===== config.mk =====
export PLATFORM = sky130hd
export DESIGN_NAME = hilo_mul_unit
export DESIGN_NICKNAME = d
export VERILOG_FILES = /design/src/rtl/hilo_pkg.sv /design/src/rtl/mul_iter_core.sv /design/src/rtl/hilo_mul_unit.sv
export SDC_FILE = /design/constraint.sdc
export NUM_CORES = 2
export LEC_CHECK = 0
export CAP_MARGIN = 5
export CORE_AREA = 2 2 223 390
export DETAILED_ROUTE_END_ITERATION = 10
export DIE_AREA = 0 0 225 392
export GPL_ROUTABILITY_DRIVEN = 0
export SLEW_MARGIN = 0
export SYNTH_ARGS = -nofsm -noshare
export SYNTH_HDL_FRONTEND = slang
export SYNTH_HIERARCHICAL = 1
export SYNTH_SLANG_ARGS = --single-unit
export TNS_END_PERCENT = 1

===== constraint.sdc =====
create_clock -name Clk -period 11.57 [get_ports Clk]
set_input_delay 2.314 -clock Clk [delete_from_list [all_inputs] [get_ports Clk]]
set_output_delay 2.314 -clock Clk [all_outputs]
set_load 0.005 [all_outputs]

===== src/rtl/hilo_pkg.sv =====
// Shared definitions for the HI/LO multiply unit: ALU control opcodes, FSM
// state encoding and the opcode-to-operation decode helpers.
package hilo_pkg;

    localparam logic [4:0] ALU_MULT       = 5'b00101;
    localparam logic [4:0] ALU_MULTU_MADD = 5'b01100;
    localparam logic [4:0] ALU_MSUB       = 5'b01101;
    localparam logic [4:0] ALU_MUL        = 5'b11000;
    localparam logic [4:0] ALU_MTHI       = 5'b10001;
    localparam logic [4:0] ALU_MTLO       = 5'b10011;
    localparam logic [4:0] ALU_MFHI       = 5'b10000;
    localparam logic [4:0] ALU_MFLO       = 5'b10010;

    typedef enum logic [1:0] {
        ST_IDLE = 2'd0,
        ST_MUL  = 2'd1,
        ST_ACC  = 2'd2
    } state_t;

    typedef enum logic [3:0] {
        OP_NONE  = 4'd0,
        OP_MULT  = 4'd1,
        OP_MULTU = 4'd2,
        OP_MADD  = 4'd3,
        OP_MSUB  = 4'd4,
        OP_MUL   = 4'd5,
        OP_MTHI  = 4'd6,
        OP_MTLO  = 4'd7,
        OP_MFHI  = 4'd8,
        OP_MFLO  = 4'd9
    } op_t;

    // 01100 is shared between multu and madd; Accum picks the accumulate form.
    function automatic op_t decode_op(input logic [4:0] aluctl, input logic accum);
        op_t op;
        case (aluctl)
            ALU_MULT:       op = OP_MULT;
            ALU_MULTU_MADD: op = accum ? OP_MADD : OP_MULTU;
            ALU_MSUB:       op = OP_MSUB;
            ALU_MUL:        op = OP_MUL;
            ALU_MTHI:       op = OP_MTHI;
            ALU_MTLO:       op = OP_MTLO;
            ALU_MFHI:       op = OP_MFHI;
            ALU_MFLO:       op = OP_MFLO;
            default:        op = OP_NONE;
        endcase
        return op;
    endfunction

    function automatic logic is_mult_class(input op_t op);
        return (op == OP_MULT) || (op == OP_MULTU) || (op == OP_MADD) ||
               (op == OP_MSUB) || (op == OP_MUL);
    endfunction

    function automatic logic is_signed_op(input op_t op);
        return (op == OP_MULT) || (op == OP_MADD) || (op == OP_MSUB) || (op == OP_MUL);
    endfunction

endpackage


===== src/rtl/mul_iter_core.sv =====
// Unsigned iterative shift-add multiplier retiring BITS_PER_CYCLE multiplier
// bits per step into a 64-bit product register.
module mul_iter_core #(
    parameter  int BITS_PER_CYCLE = 4,
    localparam int N              = 32 / BITS_PER_CYCLE,
    localparam int CNT_W          = (N > 1) ? $clog2(N) : 1
) (
    input  logic             clk,
    input  logic             reset_n,
    input  logic             load,
    input  logic             step,
    input  logic [31:0]      a,
    input  logic [31:0]      b,
    output logic [CNT_W-1:0] cnt,
    output logic [63:0]      prod
);

    logic [63:0]      mcand_reg;
    logic [31:0]      mplier_reg;
    logic [63:0]      prod_reg;
    logic [CNT_W-1:0] cnt_reg;
    logic [63:0]      prod_next;
    logic [63:0]      pp [BITS_PER_CYCLE];

    // One partial product per retired multiplier bit this step.
    generate
        for (genvar gi = 0; gi < BITS_PER_CYCLE; gi++) begin : g_pp
            assign pp[gi] = mplier_reg[gi] ? (mcand_reg << gi) : 64'd0;
        end
    endgenerate

    always_comb begin
        prod_next = prod_reg;
        for (int i = 0; i < BITS_PER_CYCLE; i++) begin
            prod_next = prod_next + pp[i];
        end
    end

    always_ff @(posedge clk) begin
        if (!reset_n) begin
            mcand_reg  <= 64'd0;
            mplier_reg <= 32'd0;
            prod_reg   <= 64'd0;
            cnt_reg    <= '0;
        end else if (load) begin
            mcand_reg  <= {32'd0, a};
            mplier_reg <= b;
            prod_reg   <= 64'd0;
            cnt_reg    <= CNT_W'(N - 1);
        end else if (step) begin
            prod_reg   <= prod_next;
            mcand_reg  <= mcand_reg << BITS_PER_CYCLE;
            mplier_reg <= mplier_reg >> BITS_PER_CYCLE;
            if (cnt_reg != '0) begin
                cnt_reg <= cnt_reg - CNT_W'(1);
            end
        end
    end

    assign cnt  = cnt_reg;
    assign prod = prod_reg;

endmodule


===== src/rtl/hilo_mul_unit.sv =====
// Execute-stage HI/LO register file with an iterative multiplier, multiply
// accumulate/subtract, HI/LO moves and the pipeline interlock.
module hilo_mul_unit
    import hilo_pkg::*;
#(
    parameter int BITS_PER_CYCLE = 4
) (
    input  logic        Clk,
    input  logic        Reset_n,
    input  logic        Valid,
    input  logic [4:0]  ALUCtl,
    input  logic        HiLoWrite,
    input  logic        Accum,
    input  logic [31:0] A,
    input  logic [31:0] B,
    output logic        Stall,
    output logic        Busy,
    output logic        Done,
    output logic [31:0] Result,
    output logic [31:0] HI,
    output logic [31:0] LO
);

    localparam int N     = 32 / BITS_PER_CYCLE;
    localparam int CNT_W = (N > 1) ? $clog2(N) : 1;

    state_t           state_reg;
    op_t              op_reg;
    logic             negate_reg;
    logic [31:0]      hi_reg;
    logic [31:0]      lo_reg;

    op_t              dec_op;
    logic             signed_in;
    logic             mult_in;
    logic             mul_in;
    logic             mthi_in;
    logic             mtlo_in;
    logic             mfhi_in;
    logic             mflo_in;
    logic             op_in_unit;
    logic             stall_raw;
    logic             core_load;
    logic             core_step;
    logic [31:0]      abs_a;
    logic [31:0]      abs_b;
    logic [CNT_W-1:0] cnt;
    logic [63:0]      prod;
    logic [63:0]      prod_signed;
    logic [63:0]      hilo_next;

    always_comb begin
        dec_op     = decode_op(ALUCtl, Accum);
        signed_in  = is_signed_op(dec_op);
        mult_in    = Valid & HiLoWrite & is_mult_class(dec_op);
        mul_in     = Valid & HiLoWrite & (dec_op == OP_MUL);
        mthi_in    = Valid & HiLoWrite & (dec_op == OP_MTHI);
        mtlo_in    = Valid & HiLoWrite & (dec_op == OP_MTLO);
        mfhi_in    = Valid & (dec_op == OP_MFHI);
        mflo_in    = Valid & (dec_op == OP_MFLO);
        op_in_unit = mult_in | mthi_in | mtlo_in | mfhi_in | mflo_in;
        abs_a      = (signed_in & A[31]) ? (32'd0 - A) : A;
        abs_b      = (signed_in & B[31]) ? (32'd0 - B) : B;
        core_load  = (state_reg == ST_IDLE) & mult_in;
        core_step  = (state_reg == ST_MUL);
    end

    mul_iter_core #(
        .BITS_PER_CYCLE(BITS_PER_CYCLE)
    ) u_core (
        .clk     (Clk),
        .reset_n (Reset_n),
        .load    (core_load),
        .step    (core_step),
        .a       (abs_a),
        .b       (abs_b),
        .cnt     (cnt),
        .prod    (prod)
    );

    always_comb begin
        prod_signed = negate_reg ? (64'd0 - prod) : prod;
        case (op_reg)
            OP_MADD: hilo_next = {hi_reg, lo_reg} + prod_signed;
            OP_MSUB: hilo_next = {hi_reg, lo_reg} - prod_signed;
            default: hilo_next = prod_signed;
        endcase
    end

    // The mul that is retiring in ACC is the very instruction being presented,
    // so it must be released rather than held again.
    always_comb begin
        case (state_reg)
            ST_IDLE: stall_raw = mul_in;
            ST_MUL:  stall_raw = op_in_unit;
            ST_ACC:  stall_raw = op_in_unit & ~(mul_in & (op_reg == OP_MUL));
            default: stall_raw = 1'b0;
        endcase
    end

    always_comb begin
        Result = 32'd0;
        if (Reset_n) begin
            if ((state_reg == ST_ACC) && (op_reg == OP_MUL)) begin
                Result = prod_signed[31:0];
            end else if (mfhi_in && !stall_raw) begin
                Result = hi_reg;
            end else if (mflo_in && !stall_raw) begin
                Result = lo_reg;
            end
        end
    end

    assign Stall = Reset_n & stall_raw;
    assign Busy  = Reset_n & (state_reg != ST_IDLE);
    assign Done  = Reset_n & (state_reg == ST_ACC);
    assign HI    = hi_reg;
    assign LO    = lo_reg;

    always_ff @(posedge Clk) begin
        if (!Reset_n) begin
            state_reg  <= ST_IDLE;
            op_reg     <= OP_NONE;
            negate_reg <= 1'b0;
            hi_reg     <= 32'd0;
            lo_reg     <= 32'd0;
        end else begin
            case (state_reg)
                ST_IDLE: begin
                    if (mult_in) begin
                        op_reg     <= dec_op;
                        negate_reg <= signed_in & (A[31] ^ B[31]);
                        state_reg  <= ST_MUL;
                    end else if (mthi_in) begin
                        hi_reg <= A;
                    end else if (mtlo_in) begin
                        lo_reg <= A;
                    end
                end
                ST_MUL: begin
                    if (cnt == '0) begin
                        state_reg <= ST_ACC;
                    end
                end
                ST_ACC: begin
                    if (op_reg != OP_MUL) begin
                        hi_reg <= hilo_next[63:32];
                        lo_reg <= hilo_next[31:0];
                    end
                    state_reg <= ST_IDLE;
                end
                default: state_reg <= ST_IDLE;
            endcase
        end
    end

endmodule


==> summary.txt <==
Pwr
  • Leak pwr: 14.3 nW
  • Peak VDD IR: 108 µV
  • Pwr dens: 68.3 mW/mm²

Logic synthesis
  • Post-synthesis xor/xnor area fraction: 8.81%
  • Count leader, synth: nand2_1
  • Synth Area in Adders: 18.0%
  • Post-synth top flop: dfxtp_1
  • Cell accounting for the most synthesized area: dfxtp_1
  • Top cells by area, synth: dfxtp_1 16%, fa_1 13%, nand2_1 6.0%
  • Commonest cells post-synth: 470 x nand2_1, 422 x inv_1, 334 x nor2_1
  • Main combinational cell family by area after synthesis: simple AND/OR/NAND/NOR gates
  • Number of synthesized flops with an enable pin: 0
  • Post-synth cell types: 98
  • Mean post-synth cell area: 7.40 µm²
  • Sequential fraction of the synthesis area: 15.8%
  • Synth Instances: 3998
  • Post-synthesis mux area share: 6.03%
  • Synth Area in Compound Gates: 20.6%
  • Yosys reg bits: 234
  • Synth warnings: 6
  • Synthesized area: 0.0296 mm²
  • Synthesized-area fraction occupied by and/or/nand/nor cells: 22.3%
  • Async set-or-reset flop fraction in the synthesized netlist: 0%
  • Synthesized Nets: 4388
  • Post-synth top area share: 15.8%

Route
  • Vias: 29500
  • DR WL/cell: 22.6 µm
  • Vias per inst: 5.76
  • Total length of routed wires: 116 mm
  • Antenna Nets Post-Route: 0
  • DR DRC count: 0
  • DR iter-0 viols: 2276
  • 1st-pass router iterations: 6

Setup path
  • FF-to-FF End: HI[9]
  • Reg2Reg Depth: 22
  • R2R Setup Slk: 3.50 ns
  • Reg2Reg Launch Point: u_core/prod[0]
  • Slowest cell on crit path: clkdlybuf4s50_1
  • Cell chain of the critical path: clkdlybuf4s50_1 -> nand2b_1 -> o21ai_0 -> a22oi_2 -> buf_4 -> nor2_1 -> a31oi_1 -> a21oi_1 -> o21ai_0 -> nand4b_1 -> buf_4 -> o22ai_1 -> and2_1 -> clkdlybuf4s50_1
  • Largest stage delay, worst path: 0.62 ns
  • Worst EP required: 9.26 ns
  • Crit path DAT: 5.88 ns
  • Setup crit end kind: output port
  • Startpoint Class: input port
  • Crit path max fanout: 35
  • Critical Setup Path Class: in2out

STA
  • Final hold vios: 0
  • Setup_tns: 0 ns
  • Fmax achieved: 122 MHz
  • Rel. slew slack: 2.01%
  • Final period util: 70.8%
  • Pins Over Slew Limit: 0
  • Worst slew pin tran: 1.46 ns
  • Fin crit period: 8.19 ns
  • RSZ-0062 raised after global routing: no
  • Final setup fails: 0
  • Max Clock Skew: 0.0238 ns

Global routing
  • First-pass GRT wire length: 175 mm
  • Number of global-route vias before repair: 29600
  • Global Route Usage Sum: 25.9%
  • Initial antenna violation count: 15
  • Pin count of the biggest net entering global routing: 94
  • GRT overflow: 0

Die
  • Core area: 0.0851 mm²
  • Die Y: 392 µm
  • IO Pins: 173
  • Overall die width: 225 µm
  • Initial core utilization: 34.8%
  • Num rows: 142
  • Die area: 0.0882 mm²

Clock network
  • Worst-path clk slew: 0.06 ns
  • Clock tree buffer depth: 3
  • CTS buffer count: 28
  • Clock Tree Root: clkbuf_16
  • CTS tree: yes
  • Hold_buf cts: 0
  • Clk_lat worst skew: 0.62 ns
  • Resize count post-CTS: 0
  • Max H-tree Level: 1
  • Clock sinks: 234
  • Postcts setup bufs: 0

Hold path
  • HP Class: reg2reg
  • Hold endpoint: u_core/mcand_reg[63]
  • Hold-critical path depth: 2
  • HP Start: u_core/mcand_reg[63]

Status
  • Status: finished clean

Placed design
  • Cells after DPL: 5062
  • Hpwl dp: 89.0 mm
  • Port Buffers: 172
  • Placed cell area: 0.0321 mm²

Finish
  • Fin nets: 4402
  • Non-filler instance count after layout: 5115
  • Synthesis-to-layout area growth: 11.9%
  • Final instance area: 0.0331 mm²
  • Share of layout cells above drive strength 1: 4.22%

Run
  • Max_cap viols: 0
==> worst max-delay path by stage <==
stage / startpoint / slack [ns] / end
5_1_grt: ALUCtl[3] / 3.10 / Result[0]
4_1_cts: ALUCtl[3] / 3.43 / Result[0]
3_3_place_gp: ALUCtl[3] / 3.50 / Result[0]
3_5_place_dp: ALUCtl[3] / 3.43 / Result[0]
6_report: ALUCtl[3] / 3.38 / Result[0]
2_1_floorplan: ALUCtl[3] / 4.77 / Result[10]
==> logic make-up after synthesis <==
kind of cell               Yosys count
muxes                              178
and+or+nand+nor                   1373
xor gates and xnor gates           297
adders and majority gates          316
DFF                                234
buffers and inverters              649
AOI/OAI and AO/OA                  951
==> layout make-up <==
type	count	area, µm²
inverters	423	1590
diodes	2	5.00
multi-input cells	3115	22500
repair buffers	210	2000
clock buffers	39	802
fillers	8879	52000
flip-flops and latches	234	4690
clock inverters	12	160
well taps	1080	1350
==> critical path, delay by kind of cell <==
family | cells | cell delay (ns)
AND/OR/NAND/NOR | 4 | 0.69
AO/OA/AOI/OAI | 6 | 0.97
buffers and inverters | 4 | 1.90
==> power breakdown <==
part           switching (W)  internal, W
Sequential         0.0000111     0.000811
Combinational       0.000285     0.000178
Clock               0.000425     0.000552
==> stage by stage <==
| stage | total power, W | worst slack (ns) | hold WS, ns | util (%) |
|---|---|---|---|---|
| floorplan | 0.00112 | 4.77 | 0.457 | - |
| CTS | 0.00227 | 3.43 | 0.522 | 38.9 |
| global placement | 0.00128 | 3.50 | 0.501 | 37.8 |
| finish | 0.00226 | 3.38 | 0.510 | 38.9 |
| global route | 0.00233 | 3.10 | 0.540 | 38.9 |
| detailed placement | 0.00128 | 3.43 | 0.507 | 37.8 |
==> routing by layer <==
metal | share of wire [%] | track usage, % | wire length [µm]
met1 | 34 | 25.6 | 39400
met2 | 49 | 45.8 | 56200
met3 | 7.6 | 6.17 | 8780
met4 | 9.7 | 21.4 | 11200
met5 | 0.14 | 0 | 161
==> cells in the final DEF (no fill, tap or decap), types with 29 or more instances in the layout <==
| cell | n |
|---|---|
| nor2_1 | 333 |
| fa_1 | 185 |
| and2_1 | 154 |
| buf_4 | 39 |
| xnor2_1 | 168 |
| o211ai_1 | 35 |
| o22a_1 | 29 |
| a21o_1 | 70 |
| xor2_1 | 128 |
| nor3_1 | 71 |
| nand3_1 | 77 |
| mux2i_1 | 176 |
| clkdlybuf4s50_1 | 171 |
| nand2_1 | 470 |
| inv_1 | 422 |
| a21oi_1 | 252 |
| nand2b_1 | 34 |
| a31oi_1 | 39 |
| o21ai_0 | 237 |
| dfxtp_1 | 229 |
| o31ai_1 | 35 |
| ha_1 | 131 |
| nand4_1 | 46 |
| a211oi_1 | 38 |
(Power assumes the default switching activity.)
